File: src/rtl/hack_uart_rom_loader_if.sv
// Instruction-ROM write port driven by the UART loader: one write per clock when we is high.
interface hack_uart_rom_loader_if #(
    parameter int ADDR_W = 15
);
    logic              rom_we;
    logic [ADDR_W-1:0] rom_addr;
    logic [15:0]       rom_data;

    modport master (output rom_we, rom_addr, rom_data);
    modport slave  (input  rom_we, rom_addr, rom_data);
endinterface

File: src/rtl/hack_uart_rom_loader.sv
// UART bootloader for the Hack computer: 'H', 16-bit big-endian word count, then big-endian words.
// Keeps the CPU in reset while the image streams into instruction ROM.
module hack_uart_rom_loader #(
    parameter int CLKS_PER_BIT = 434,
    parameter int ADDR_W       = 15,
    parameter int TIMEOUT_CLKS = 5_000_000
) (
    input  logic                   i_CLK,
    input  logic                   i_RESET_n,
    input  logic                   i_UART_RX,
    hack_uart_rom_loader_if.master rom,
    output logic                   o_CPU_RESET_n,
    output logic                   o_BUSY,
    output logic                   o_DONE,
    output logic                   o_ERROR
);

    localparam int                    BIT_CNT_W = $clog2(CLKS_PER_BIT);
    localparam logic [BIT_CNT_W-1:0] HALF_BIT  = BIT_CNT_W'(CLKS_PER_BIT / 2 - 1);
    localparam logic [BIT_CNT_W-1:0] FULL_BIT  = BIT_CNT_W'(CLKS_PER_BIT - 1);
    localparam int                    TO_W      = $clog2(TIMEOUT_CLKS + 1);
    localparam logic [TO_W-1:0]       TO_LAST   = TO_W'(TIMEOUT_CLKS - 1);
    localparam logic [ADDR_W:0]       MAX_WORDS = {1'b1, {ADDR_W{1'b0}}};
    localparam logic [7:0]            HEADER    = 8'h48;

    typedef enum logic [1:0] {RX_IDLE, RX_START, RX_DATA, RX_STOP} rx_state_t;

    typedef enum logic [2:0] {
        S_IDLE, S_LEN_HI, S_LEN_LO, S_DATA_HI, S_DATA_LO, S_DONE, S_ERROR
    } state_t;

    logic [1:0]           rx_sync;
    logic                 rx_prev;
    rx_state_t            rx_state;
    logic [BIT_CNT_W-1:0] rx_cnt;
    logic [2:0]           rx_bit;
    logic [7:0]           rx_byte;
    logic                 rx_valid;
    logic                 rx_frame_err;

    // NOTE: every register here uses <= so all flops update from the same pre-edge values.
    always_ff @(posedge i_CLK) begin
        if (!i_RESET_n) begin
            rx_sync      <= 2'b11;
            rx_prev      <= 1'b1;
            rx_state     <= RX_IDLE;
            rx_cnt       <= '0;
            rx_bit       <= '0;
            rx_byte      <= '0;
            rx_valid     <= 1'b0;
            rx_frame_err <= 1'b0;
        end else begin
            rx_sync      <= {rx_sync[0], i_UART_RX};
            rx_prev      <= rx_sync[1];
            rx_valid     <= 1'b0;
            rx_frame_err <= 1'b0;
            case (rx_state)
                RX_IDLE: begin
                    rx_cnt <= '0;
                    if (rx_prev && !rx_sync[1]) rx_state <= RX_START;
                end
                RX_START: begin
                    if (rx_cnt == HALF_BIT) begin
                        // A glitch shorter than half a bit is not a start bit.
                        rx_cnt   <= '0;
                        rx_bit   <= '0;
                        rx_state <= rx_sync[1] ? RX_IDLE : RX_DATA;
                    end else begin
                        rx_cnt <= rx_cnt + 1'b1;
                    end
                end
                RX_DATA: begin
                    if (rx_cnt == FULL_BIT) begin
                        rx_cnt  <= '0;
                        rx_byte <= {rx_sync[1], rx_byte[7:1]};
                        rx_bit  <= rx_bit + 1'b1;
                        if (rx_bit == 3'd7) rx_state <= RX_STOP;
                    end else begin
                        rx_cnt <= rx_cnt + 1'b1;
                    end
                end
                RX_STOP: begin
                    if (rx_cnt == FULL_BIT) begin
                        rx_cnt       <= '0;
                        rx_valid     <= rx_sync[1];
                        rx_frame_err <= !rx_sync[1];
                        rx_state     <= RX_IDLE;
                    end else begin
                        rx_cnt <= rx_cnt + 1'b1;
                    end
                end
                default: rx_state <= RX_IDLE;
            endcase
        end
    end

    state_t          state;
    logic [7:0]      hi_byte;
    logic [15:0]     len;
    logic [ADDR_W:0] index;
    logic [ADDR_W:0] index_nxt;
    logic [TO_W-1:0] idle_cnt;
    logic [15:0]     rx_word;

    assign index_nxt = index + 1'b1;
    assign rx_word   = {hi_byte, rx_byte};

    always_ff @(posedge i_CLK) begin
        if (!i_RESET_n) begin
            state         <= S_IDLE;
            hi_byte       <= '0;
            len           <= '0;
            index         <= '0;
            idle_cnt      <= '0;
            rom.rom_we    <= 1'b0;
            rom.rom_addr  <= '0;
            rom.rom_data  <= '0;
            o_CPU_RESET_n <= 1'b0;
            o_BUSY        <= 1'b0;
            o_DONE        <= 1'b0;
            o_ERROR       <= 1'b0;
        end else begin
            rom.rom_we <= 1'b0;
            idle_cnt   <= (rx_valid || !o_BUSY) ? '0 : idle_cnt + 1'b1;

            // Abort is checked first so an expiring timeout beats a byte landing that clock.
            if (o_BUSY && (idle_cnt == TO_LAST || rx_frame_err)) begin
                state         <= S_ERROR;
                o_BUSY        <= 1'b0;
                o_ERROR       <= 1'b1;
                o_CPU_RESET_n <= 1'b0;
            end else begin
                case (state)
                    S_IDLE, S_DONE, S_ERROR: begin
                        if (rx_valid && rx_byte == HEADER) begin
                            state         <= S_LEN_HI;
                            o_BUSY        <= 1'b1;
                            o_CPU_RESET_n <= 1'b0;
                            o_DONE        <= 1'b0;
                            o_ERROR       <= 1'b0;
                        end else if (state == S_IDLE) begin
                            o_CPU_RESET_n <= 1'b1;
                        end
                    end
                    S_LEN_HI: begin
                        if (rx_valid) begin
                            hi_byte <= rx_byte;
                            state   <= S_LEN_LO;
                        end
                    end
                    S_LEN_LO: begin
                        if (rx_valid) begin
                            len   <= rx_word;
                            index <= '0;
                            if (rx_word == 16'd0) begin
                                state         <= S_DONE;
                                o_BUSY        <= 1'b0;
                                o_DONE        <= 1'b1;
                                o_CPU_RESET_n <= 1'b1;
                            end else if (32'(rx_word) > 32'(MAX_WORDS)) begin
                                state   <= S_ERROR;
                                o_BUSY  <= 1'b0;
                                o_ERROR <= 1'b1;
                            end else begin
                                state <= S_DATA_HI;
                            end
                        end
                    end
                    S_DATA_HI: begin
                        if (rx_valid) begin
                            hi_byte <= rx_byte;
                            state   <= S_DATA_LO;
                        end
                    end
                    S_DATA_LO: begin
                        if (rx_valid) begin
                            rom.rom_we   <= 1'b1;
                            rom.rom_addr <= index[ADDR_W-1:0];
                            rom.rom_data <= rx_word;
                            index        <= index_nxt;
                            if (32'(index_nxt) == 32'(len)) begin
                                state         <= S_DONE;
                                o_BUSY        <= 1'b0;
                                o_DONE        <= 1'b1;
                                o_CPU_RESET_n <= 1'b1;
                            end else begin
                                state <= S_DATA_HI;
                            end
                        end
                    end
                    default: state <= S_IDLE;
                endcase
            end
        end
    end

endmodule

File: src/flat_wrapper.sv
// flat-port wrapper written by rule: the top's interface ports become plain ports
module hack_uart_rom_loader_flat 
#(
    parameter int CLKS_PER_BIT = 434,
    parameter int ADDR_W       = 15,
    parameter int TIMEOUT_CLKS = 5_000_000
)
  (i_CLK, i_RESET_n, i_UART_RX, o_CPU_RESET_n, o_BUSY, o_DONE, o_ERROR, rom_rom_we, rom_rom_addr, rom_rom_data);
  hack_uart_rom_loader_if #(.ADDR_W(ADDR_W)) rom_i ();
  input  logic i_CLK;
  input  logic i_RESET_n;
  input  logic i_UART_RX;
  output logic o_CPU_RESET_n;
  output logic o_BUSY;
  output logic o_DONE;
  output logic o_ERROR;
  output wire logic [$bits(rom_i.rom_we)-1:0] rom_rom_we;
  output wire logic [$bits(rom_i.rom_addr)-1:0] rom_rom_addr;
  output wire logic [$bits(rom_i.rom_data)-1:0] rom_rom_data;
  assign rom_rom_we = rom_i.rom_we;
  assign rom_rom_addr = rom_i.rom_addr;
  assign rom_rom_data = rom_i.rom_data;
  hack_uart_rom_loader #(.CLKS_PER_BIT(CLKS_PER_BIT), .ADDR_W(ADDR_W), .TIMEOUT_CLKS(TIMEOUT_CLKS)) u_core (.i_CLK(i_CLK), .i_RESET_n(i_RESET_n), .i_UART_RX(i_UART_RX), .rom(rom_i), .o_CPU_RESET_n(o_CPU_RESET_n), .o_BUSY(o_BUSY), .o_DONE(o_DONE), .o_ERROR(o_ERROR));
endmodule
File: config.mk
export PLATFORM = sky130hd
export DESIGN_NAME = hack_uart_rom_loader_flat
export DESIGN_NICKNAME = d
export VERILOG_FILES = /design/src/rtl/hack_uart_rom_loader_if.sv /design/src/rtl/hack_uart_rom_loader.sv /design/src/flat_wrapper.sv
export SDC_FILE = /design/constraint.sdc
export NUM_CORES = 1
export LEC_CHECK = 0
export CAP_MARGIN = 20
export CORE_UTILIZATION = 45
export DETAILED_ROUTE_END_ITERATION = 10
export HOLD_SLACK_MARGIN = 0.05
export PLACE_DENSITY = 0.66
export REMOVE_ABC_BUFFERS = 1
export SYNTH_ARGS = -nofsm -noshare
export SYNTH_HDL_FRONTEND = slang
export SYNTH_SLANG_ARGS = --single-unit
File: constraint.sdc
create_clock -name i_CLK -period 2.2 [get_ports i_CLK]
set_input_delay 0.22 -clock i_CLK [delete_from_list [all_inputs] [get_ports i_CLK]]
set_output_delay 0.22 -clock i_CLK [all_outputs]
set_load 0.005 [all_outputs]
# [Yosys cells after proc, flatten, opt, wreduce, memory -nomap -nowiden]
# Cells that the tools add are included.
[classes] add_sub_neg=4 order_cmp=1 eq_ne=36 muxes=48 n_bitwise=3 n_reduce_logical=34
[op_table] cell="3-bit 2-to-1 mux" n=11
[op_table] cell="16-bit 2-to-1 mux" n=2
[op_table] cell="16-bit case mux with 2 select lines" n=1
[op_table] cell="9-bit case mux with 3 select lines" n=1
[op_table] cell="2-bit by 1-bit != test with 1-bit output, second input constant" n=12
[op_table] cell="3-bit by 1-bit != test with 1-bit output, second input constant" n=8
[op_table] cell="23-bit by 1-bit adder with 23-bit output, second input constant" n=1
[op_table] cell="23-bit equality test, second input constant" n=1
[op_table] cell="5-bit AND reduction" n=4
[op_table] cell="1-bit 2-to-1 mux" n=18
[op_table] cell="9-bit 2-to-1 mux" n=2
[op_table] cell="16-bit by 1-bit adder with 16-bit output, second input constant" n=1
[op_table] cell="16-bit equality test" n=1
[op_table] cell="16-bit > comparator, second input constant" n=1
[op_table] cell="16-bit zero test" n=1
[op_table] cell="3-bit case mux with 5 select lines" n=1
[op_table] cell="3-bit AND reduction" n=5
[op_table] cell="3-bit equality test, second input constant" n=4
[op_table] cell="2-bit 2-to-1 mux" n=6
[op_table] cell="6-bit AND reduction" n=2
[op_table] cell="9-bit by 1-bit adder with 9-bit output, second input constant" n=1
[op_table] cell="9-bit by 8-bit equality test with 1-bit output, second input constant" n=1
[op_table] cell="9-bit equality test, second input constant" n=1
[op_table] cell="1-bit case mux with 3 select lines" n=3
[op_table] cell="other kinds (23)" n=37
[word_totals] register_bits=129 elab_cells=147

# [Longest topological paths before layout]
# Gate-level depths: netlist of the first run.
[depth] depth_word=6 depth_mapped=11

# [Least setup slack after synthesis of the first run]
# Ideal clock, no wire load.
[synth_timing] kind="register to register" from="register u_core.index[0]" to="register u_core.o_DONE" setup_ns=0.072 arrival_ns=2.105 setup_slack_ns=0.023 stages_incl_launch_ff=10 n_path_buf=1 synth_period_minus_slack_ns=2.177 cell_sequence="dfxtp_1 ha_1 nand3_1 buf_2 nor4_4 xnor2_1 nor3b_1 a311oi_2 nor3_2 mux2i_1"
[synth_via] elab_chain_cells=4
[synth_lines] element="start: declaration" line="hack_uart_rom_loader.sv:100" rtl="logic [ADDR_W:0] index;"
[synth_lines] element="start signal: assignment" line="hack_uart_rom_loader.sv:180" rtl="index <= index_nxt;"
[synth_lines] element="16-bit by 1-bit adder with 16-bit output" line="hack_uart_rom_loader.sv:105" rtl="assign index_nxt = index + 1'b1;"
[synth_lines] element="16-bit equality test" line="hack_uart_rom_loader.sv:181" rtl="if (32'(index_nxt) == 32'(len)) begin"
[synth_lines] element="2-bit by 1-bit != test with 1-bit output (no source line)"
[synth_lines] element="7-bit AND reduction (no source line)"
[synth_lines] element="end signal: assignment" line="hack_uart_rom_loader.sv:120" rtl="o_DONE <= 1'b0;"
[synth_lines] element="end signal: assignment" line="hack_uart_rom_loader.sv:139" rtl="o_DONE <= 1'b0;"
[synth_lines] element="end signal: assignment" line="hack_uart_rom_loader.sv:184" rtl="o_DONE <= 1'b1;"
[synth_lines] element="end: declaration" line="hack_uart_rom_loader.sv:14" rtl="output logic o_DONE,"
# No other way between the ends.
# A chain may end at the register's enable or synchronous reset.

# [Worst setup path after layout of the first run]
[layout_timing] from="register u_core.idle_cnt[12]" to="register u_core.index[0]"
[layout_via] elab_chain_cells=5
[layout_lines] element="start: declaration" line="hack_uart_rom_loader.sv:102" rtl="logic [TO_W-1:0] idle_cnt;"
[layout_lines] element="start signal: assignment" line="hack_uart_rom_loader.sv:124" rtl="idle_cnt <= (rx_valid || !o_BUSY) ? '0 : idle_cnt + 1'b1;"
[layout_lines] element="23-bit equality test" line="hack_uart_rom_loader.sv:127" rtl="if (o_BUSY && (idle_cnt == TO_LAST || rx_frame_err)) begin"
[layout_lines] element="1-bit logical OR" line="hack_uart_rom_loader.sv:127"
[layout_lines] element="1-bit logical AND" line="hack_uart_rom_loader.sv:127"
[layout_lines] element="1-bit NOT (no source line)"
[layout_lines] element="4-bit AND reduction (no source line)"
# No other way between the ends.

==> flow_metrics.tcl, run 1 <==
set metrics [dict create \
    path_clk_slew_ns 0.05 \
    grt_overflow 0 \
    fill_cells 1118 \
    ant_nets 0 \
    drc 0 \
    holdPathEnd "u_core.rx_sync[0]" \
    crit_fanout 13 \
    final_nets 799 \
    stdcell_area_sq_um 7640 \
    yosys-top-cells-count "dfxtp_1 (129), nand2_1 (113), nor2_1 (89)" \
    die_w_um 117 \
    worst_slew_pin_slew_ns 0.480 \
    routedWlPerCell_um 14.3 \
    start_util_pct 46.8 \
    synth.area.top_cells "dfxtp_1 (43%), nand2_1 (7.1%), a21oi_1 (5.6%)" \
    rsz0062_at_grt "true" \
    cp.arrival_ns 2.44 \
    synth_top_area_share_pct 43.2 \
    drt_iter0_markers 332 \
    syn_avg_cell_area_sq_um 8.35 \
    dp_hpwl_mm 9.48 \
    hold_depth 2 \
    start_kind "flip-flop" \
    cts_sinks 129 \
    period_minus_slack_ns 2.13 \
    htree_levels 4 \
    grt_antenna_before_repair 0 \
    firstDrtPassIters 5 \
    syn2layout_area_growth_pct 27.9 \
    seq_area_frac_synth_pct 43.2 \
    dieArea_sq_um 13800 \
    syn_area_sq_um 5980 \
    min_from "i_UART_RX" \
    layout.area.seq_sq_um 2590 \
    clockBufferDepth 2 \
    skew_ns 0.00654 \
    fmax_ghz 0.471 \
    drv_cap 0 \
    rr_endpoint "u_core.index[0]" \
    ys.flop_type "dfxtp_1" \
    synth_top_area_cell "dfxtp_1" \
    required_ns 2.51 \
    drive_above_1_share_pct 16.3 \
    synth_warnings 0 \
    worstSetupPathType "flip-flop to flip-flop" \
    cts_buffers 17 \
    powerDensity_nw_per_um2 711 \
    post_dp_cell_area_sq_um 6820 \
    grt_max_degree 58 \
    relSlewSlack_pct 67.8 \
    io_buffer_count 38 \
    status "finished, final reports clean" \
    slew_violations 0 \
    die_h_um 117 \
    setup_viol 0 \
    synth_edf_count 0 \
    clock_latency_ns 0.42 \
    ir_drop_mv 0.455 \
    ys_ff_latch 129 \
    vias_per_cell 5.31 \
    root_buffer "clkbuf_16" \
    core_area_sq_um 12800 \
    reg2reg_depth 8 \
    timing.final.crit_share_pct 96.6 \
    diodes 0 \
    report.final.hold_viol_count 0 \
    cp-end-kind "flip-flop" \
    via_count 5169 \
    hold_class "input port to flip-flop" \
    r2r_start "u_core.idle_cnt[12]" \
    row_count 41 \
    place_congestion 0.835 \
    finalSetupTns_ns 0 \
    post-synth-top-count-cell "dfxtp_1" \
    r2r_slack_ns 0.07 \
    grt_usage_pct 21.7 \
    yosysUniqueCellTypes 70 \
    multiInputGateArea_sq_um 3280 \
    wl_mm 13.9 \
    fin_util_pct 59.8 \
    ys_async_sr_fraction_pct 0 \
    power_leakage_nw 2.99 \
    synthCells 716 \
    grt_pass1_vias 4889 \
    grt_pass1_wl_mm 23.1 \
    cts_tree "built" \
    ios 39 \
    hold_slack_ns 0.382 \
]
## worst max-delay path, stage by stage, from the launching register on
cell,delay [ns]
dfxtp_1,0.39
nor4b_2,0.08
and4_1,0.20
a31o_2,0.26
a21o_1,0.21
nor2_2,0.33
buf_4,0.27
nor2_1,0.05
a211oi_1,0.23
## cell usage in the layout, fill, tap and decap left out, types with 7 or more instances in the layout
cell type	n
xnor2_1	22
xor2_1	25
nor3_1	9
a21oi_1	66
nand2_1	112
inv_1	10
dfxtp_2	7
clkbuf_16	17
clkdlybuf4s50_1	38
nor2_1	88
buf_4	50
and3_1	9
dfxtp_1	121
o21ai_0	22
or3_1	13
mux2i_1	29
nand3_1	25
nand2b_1	8
## per-stage QoR
step,setup slack [ns],instances,total power [mW]
global placement,-0.0206,936,2.48
global route,-0.0355,974,5.60
detailed placement,-0.0967,936,2.49
CTS,0.00297,969,5.48
floorplan,-0.652,674,2.45
finish,0.0749,974,5.44
## where the power goes
part           switching, mW  internal (mW)  total [mW]
Clock                  0.990           2.01        3.00
Combinational         0.0534         0.0307      0.0841
Sequential           0.00798           2.34        2.35
Total                   1.05           4.39        5.44
## metal layers
metal  part of all wire, %  wire length (um)  global-route usage (%)  up-vias
met1                    47              6570                    28.0     2440
li1                      -                 -                       -     2606
met2                    47              6600                    34.9      107
met3                   4.1               569                    5.41       16
met5                     0                 0                       0        -
met4                   1.4               194                    8.19        0
## flip-flops by register name (all words and copies together), names as in the netlist, 2 cells and up, named ones only
name / flops
u_core.index: 16
u_core.len: 16
u_core.rx_sync: 2
u_core.hi_byte: 8
u_core.rx_byte: 8
u_core.state: 3
u_core.rx_cnt: 9
u_core.rom.rom_addr: 15
u_core.rx_bit: 3
u_core.rom.rom_data: 16
u_core.idle_cnt: 23
## area by class of cell
type / instances / share of cell area [%]
clock inverter: 9 / 2.00
inverter: 11 / 0.540
multi-input combinational: 534 / 42.9
timing repair buffer: 96 / 11.5
sequential: 129 / 33.9
clock buffer: 23 / 6.38
tap: 172 / 2.82
## cell families (layout without fill, tap and decap cells)
logic type / after synthesis / count (layout) / share of synthesized area [%]
xor gates and xnor gates: 49 / 49 / 7.18
muxes: 30 / 30 / 5.04
and+or+nand+nor: 326 / 326 / 27.5
DFF: 129 / 129 / 43.2
adders and majority gates: 8 / 8 / 1.63
AOI/OAI and AO/OA: 121 / 121 / 11.6
buffers and inverters: 53 / 139 / 3.87
## timing repair
| action | CTS | global route |
|---|---|---|
| cloned | 0 | 0 |
| gates resized for setup | 6 | 29 |
| hold buffers | 0 | 0 |
| endpoints found under the setup margin | 3 | 47 |
| buffers inserted | 1 | 5 |
| pin swaps | 4 | 13 |
## how the worst max path moves through the flow
stage | from | cells after the start | to | slack, ns
after global routing | u_core.idle_cnt[12] | 8 | u_core.index[9] | -0.04
after floorplan | u_core.idle_cnt[0] | 8 | u_core.index[3] | -0.65
final | u_core.idle_cnt[12] | 8 | u_core.index[0] | 0.07
after global placement | u_core.index[0] | 9 | u_core.o_DONE | -0.02
after detailed placement | u_core.index[0] | 9 | u_core.o_DONE | -0.1
after CTS | u_core.index[1] | 9 | u_core.o_DONE | 0.003
Note: power is estimated with default switching activity, not from simulation.
==> run 2, diff against run 1 <==
--- a/config.mk
+++ b/config.mk
@@ -5,7 +5,7 @@
 export SDC_FILE = /design/constraint.sdc
 export NUM_CORES = 1
 export LEC_CHECK = 0
-export CAP_MARGIN = 20
+export CAP_MARGIN = 40
 export CORE_UTILIZATION = 45
 export DETAILED_ROUTE_END_ITERATION = 10
 export HOLD_SLACK_MARGIN = 0.05
==> results of run 2 <==
Final layout, timing and power as in run 1 (identical DEF).
==> run 3, diff against run 2 <==
--- a/config.mk
+++ b/config.mk
@@ -5,12 +5,13 @@
 export SDC_FILE = /design/constraint.sdc
 export NUM_CORES = 1
 export LEC_CHECK = 0
+export ABC_AREA = 1
 export CAP_MARGIN = 40
 export CORE_UTILIZATION = 45
 export DETAILED_ROUTE_END_ITERATION = 10
-export HOLD_SLACK_MARGIN = 0.05
 export PLACE_DENSITY = 0.66
 export REMOVE_ABC_BUFFERS = 1
+export SKIP_LAST_GASP = 1
 export SYNTH_ARGS = -nofsm -noshare
 export SYNTH_HDL_FRONTEND = slang
 export SYNTH_SLANG_ARGS = --single-unit
==> run 3 against run 2 <==
Net effect: final area decreased by 5.8%; sequential cell count unchanged; area after synthesis up 0.25%; highest routed layer unchanged; utilization shrank 3.7 points; routed wire length down 4.2%; total power decreased by 0.96%; setup slack better by 0.093 ns; largest cell class unchanged; hold slack got worse by 0.14 ns; synthesized cell count up 16%.
==> flow_metrics.tcl, run 3 <==
set metrics [dict create \
    synth_edf_count 0 \
    yosysUniqueCellTypes 39 \
    path_clk_slew_ns 0.06 \
    layout.area.seq_sq_um 2590 \
    syn_area_sq_um 5990 \
    report.final.hold_viol_count 0 \
    largest_register "u_core.idle_cnt" \
    slew_violations 0 \
    grt_pass1_wl_mm 23.1 \
    grt_antenna_before_repair 0 \
    wl_mm 13.3 \
    grt_max_degree 79 \
    cp.arrival_ns 2.34 \
    dp_hpwl_mm 9.32 \
    timing.final.crit_share_pct 92.4 \
    p_int_mw 4.06 \
    status "finished, final reports clean" \
    required_ns 2.51 \
    fmax_ghz 0.492 \
    layout_common_cells "nand2_1 (134), dfxtp_1 (126), inv_1 (104)" \
    powerDensity_nw_per_um2 747 \
    diodes 0 \
    final_nets 892 \
    relSlewSlack_pct 67.9 \
    die_w_um 117 \
    fin_util_pct 56.2 \
    hold_class "input port to flip-flop" \
    dp.cells 1032 \
    setup_viol 0 \
    largest_register_ff_count 23 \
    combPwrFrac_pct 5.8 \
    ys_ff_latch 129 \
    drt_iter0_markers 323 \
    io_buffer_count 38 \
    power_leakage_nw 2.78 \
    clockPowerShare_pct 49.4 \
    skew_ns 0.00808 \
    yosys-top-cells-count "nand2_1 (135), dfxtp_1 (129), inv_1 (104)" \
    post-synth-top-count-cell "nand2_1" \
    synth.area.top_cells "dfxtp_1 (43%), nand2_1 (8.5%), o21ai_0 (7.3%)" \
    seq_area_frac_synth_pct 43.1 \
    hold_slack_ns 0.246 \
    cts_sinks 129 \
    htree_levels 4 \
    period_minus_slack_ns 2.03 \
    start_kind "flip-flop" \
    synth_top_area_share_pct 43.1 \
    grt_usage_pct 20.7 \
    ir_drop_mv 0.509 \
    cp-end-kind "flip-flop" \
    drc 0 \
    via_count 5327 \
    firstDrtPassIters 5 \
    dieArea_sq_um 13800 \
    clockBufferDepth 2 \
    synth_warnings 0 \
    drive_above_1_share_pct 10.6 \
    start_util_pct 46.7 \
    grt_pass1_vias 4835 \
    worstSetupPathType "flip-flop to flip-flop" \
    crit_fanout 6 \
    drv_cap 0 \
    die_h_um 117 \
    routedWlPerCell_um 12.5 \
    ys_async_sr_fraction_pct 0 \
    rsz0062_at_grt "true" \
    p_seq_share_pct 44.8 \
    cts_buffers 17 \
    ctsHoldBuffers 0 \
    cts_tree "built" \
    synthCells 834 \
    finalPower_mw 5.38 \
    grt_overflow 0 \
    row_count 41 \
    final_common_cell "nand2_1" \
    synth_top_area_cell "dfxtp_1" \
    syn_avg_cell_area_sq_um 7.19 \
    ant_nets 0 \
    r2r_slack_ns 0.17 \
    multiInputGateArea_sq_um 2910 \
    worst_slew_pin_slew_ns 0.478 \
    syn2layout_area_growth_pct 20.2 \
    vias_per_cell 4.99 \
    switching_share_pct 24.6 \
    root_buffer "clkbuf_16" \
    fin_cells 1067 \
    clock_latency_ns 0.42 \
    ios 39 \
    place_congestion 0.891 \
    switchingPower_mw 1.32 \
    fill_cells 1226 \
    core_area_sq_um 12800 \
    ys.flop_type "dfxtp_1" \
]
[run 3: cell count changes after synthesis, sizes merged, moves of 9 or more]
cell / previous run / this run
o21ai: 24 / 97
xor2: 25 / 7
nor3: 14 / 23
and3: 10 / 1
or3: 14 / 0
buf: 18 / 7
nand2: 114 / 140
nor2: 90 / 117
a21oi: 67 / 85
nand4: 6 / 16
inv: 10 / 107
xnor2: 24 / 3
nand3: 29 / 55
mux2i: 29 / 0
[run 3: cells by family after synthesis]
kind of cell / share of synthesized area (%)
adder cells (fa/ha/maj): 1.46
flip-flops: 43.1
AND/OR/NAND/NOR: 28.2
XOR/XNOR: 2.23
AO/OA/AOI/OAI: 16.0
buffers and inverters: 9.08
[run 3: path summary, 6_finish.rpt]
check                          start                      to  cells past startpoint
setup reg to reg  u_core.idle_cnt[0]  u_core.rom.rom_addr[1]                     14
hold reg to reg   u_core.idle_cnt[0]      u_core.idle_cnt[0]                      1
hold / removal             i_RESET_n     u_core.idle_cnt[20]                      5
setup / recovery  u_core.idle_cnt[0]  u_core.rom.rom_addr[1]                     14
[run 3: area by class of cell]
| type | count | area share (%) |
|---|---|---|
| clock inverters | 14 | 1.88 |
| well taps | 172 | 2.99 |
| clock buffers | 18 | 5.96 |
| flip-flops and latches | 129 | 35.9 |
| multi-input cells | 569 | 40.4 |
| repair buffers | 55 | 7.16 |
| inverters | 110 | 5.73 |
[run 3: power groups by stage]
stage               combinational [mW]  clock, mW  sequential [mW]
floorplan                        0.209          0             2.45
global placement                 0.314          0             2.46
detailed placement               0.315          0             2.46
CTS                              0.316       2.71             2.41
global route                     0.366       2.84             2.41
finish                           0.312       2.66             2.41
[run 3: per-stage QoR]
stage | setup TNS [ns] | setup WS [ns] | cell area, sq um
final | 0 | 0.167 | 7200
after global routing | -0.345 | -0.0529 | 7200
after detailed placement | 0 | 0.0969 | 6580
after floorplan | -17.04 | -0.678 | 5860
after CTS | 0 | 0.0824 | 7140
after global placement | 0 | 0.177 | 6580
[run 3: worst max-delay path, cell delays in order, from the launching register on]
cell and delay [ns]:
dfxtp_2 0.32, ha_1 0.20, nand2_1 0.06, inv_1 0.05
nand2_1 0.07, nor2_1 0.05, nand3_1 0.08, nand2_1 0.07
nand2_2 0.13, nand2_2 0.12, nor2_4 0.24, clkinv_1 0.14
buf_4 0.18, nor2_1 0.13, nor2_1 0.06
[run 3: repair_timing]
action                                  4_1_cts  5_1_grt
gates resized for setup                       0       13
buffers inserted                              0        3
endpoints found under the setup margin        0       43
endpoints found under the hold margin         0        0
[run 3: layer usage]
metal / global-route usage [%] / wire length (um) / up-vias
li1: - / - / 2835
met1: 29.8 / 7060 / 2362
met2: 29.7 / 5540 / 112
met3: 4.13 / 538 / 18
met4: 8.85 / 197 / 0
met5: 0 / 0 / -
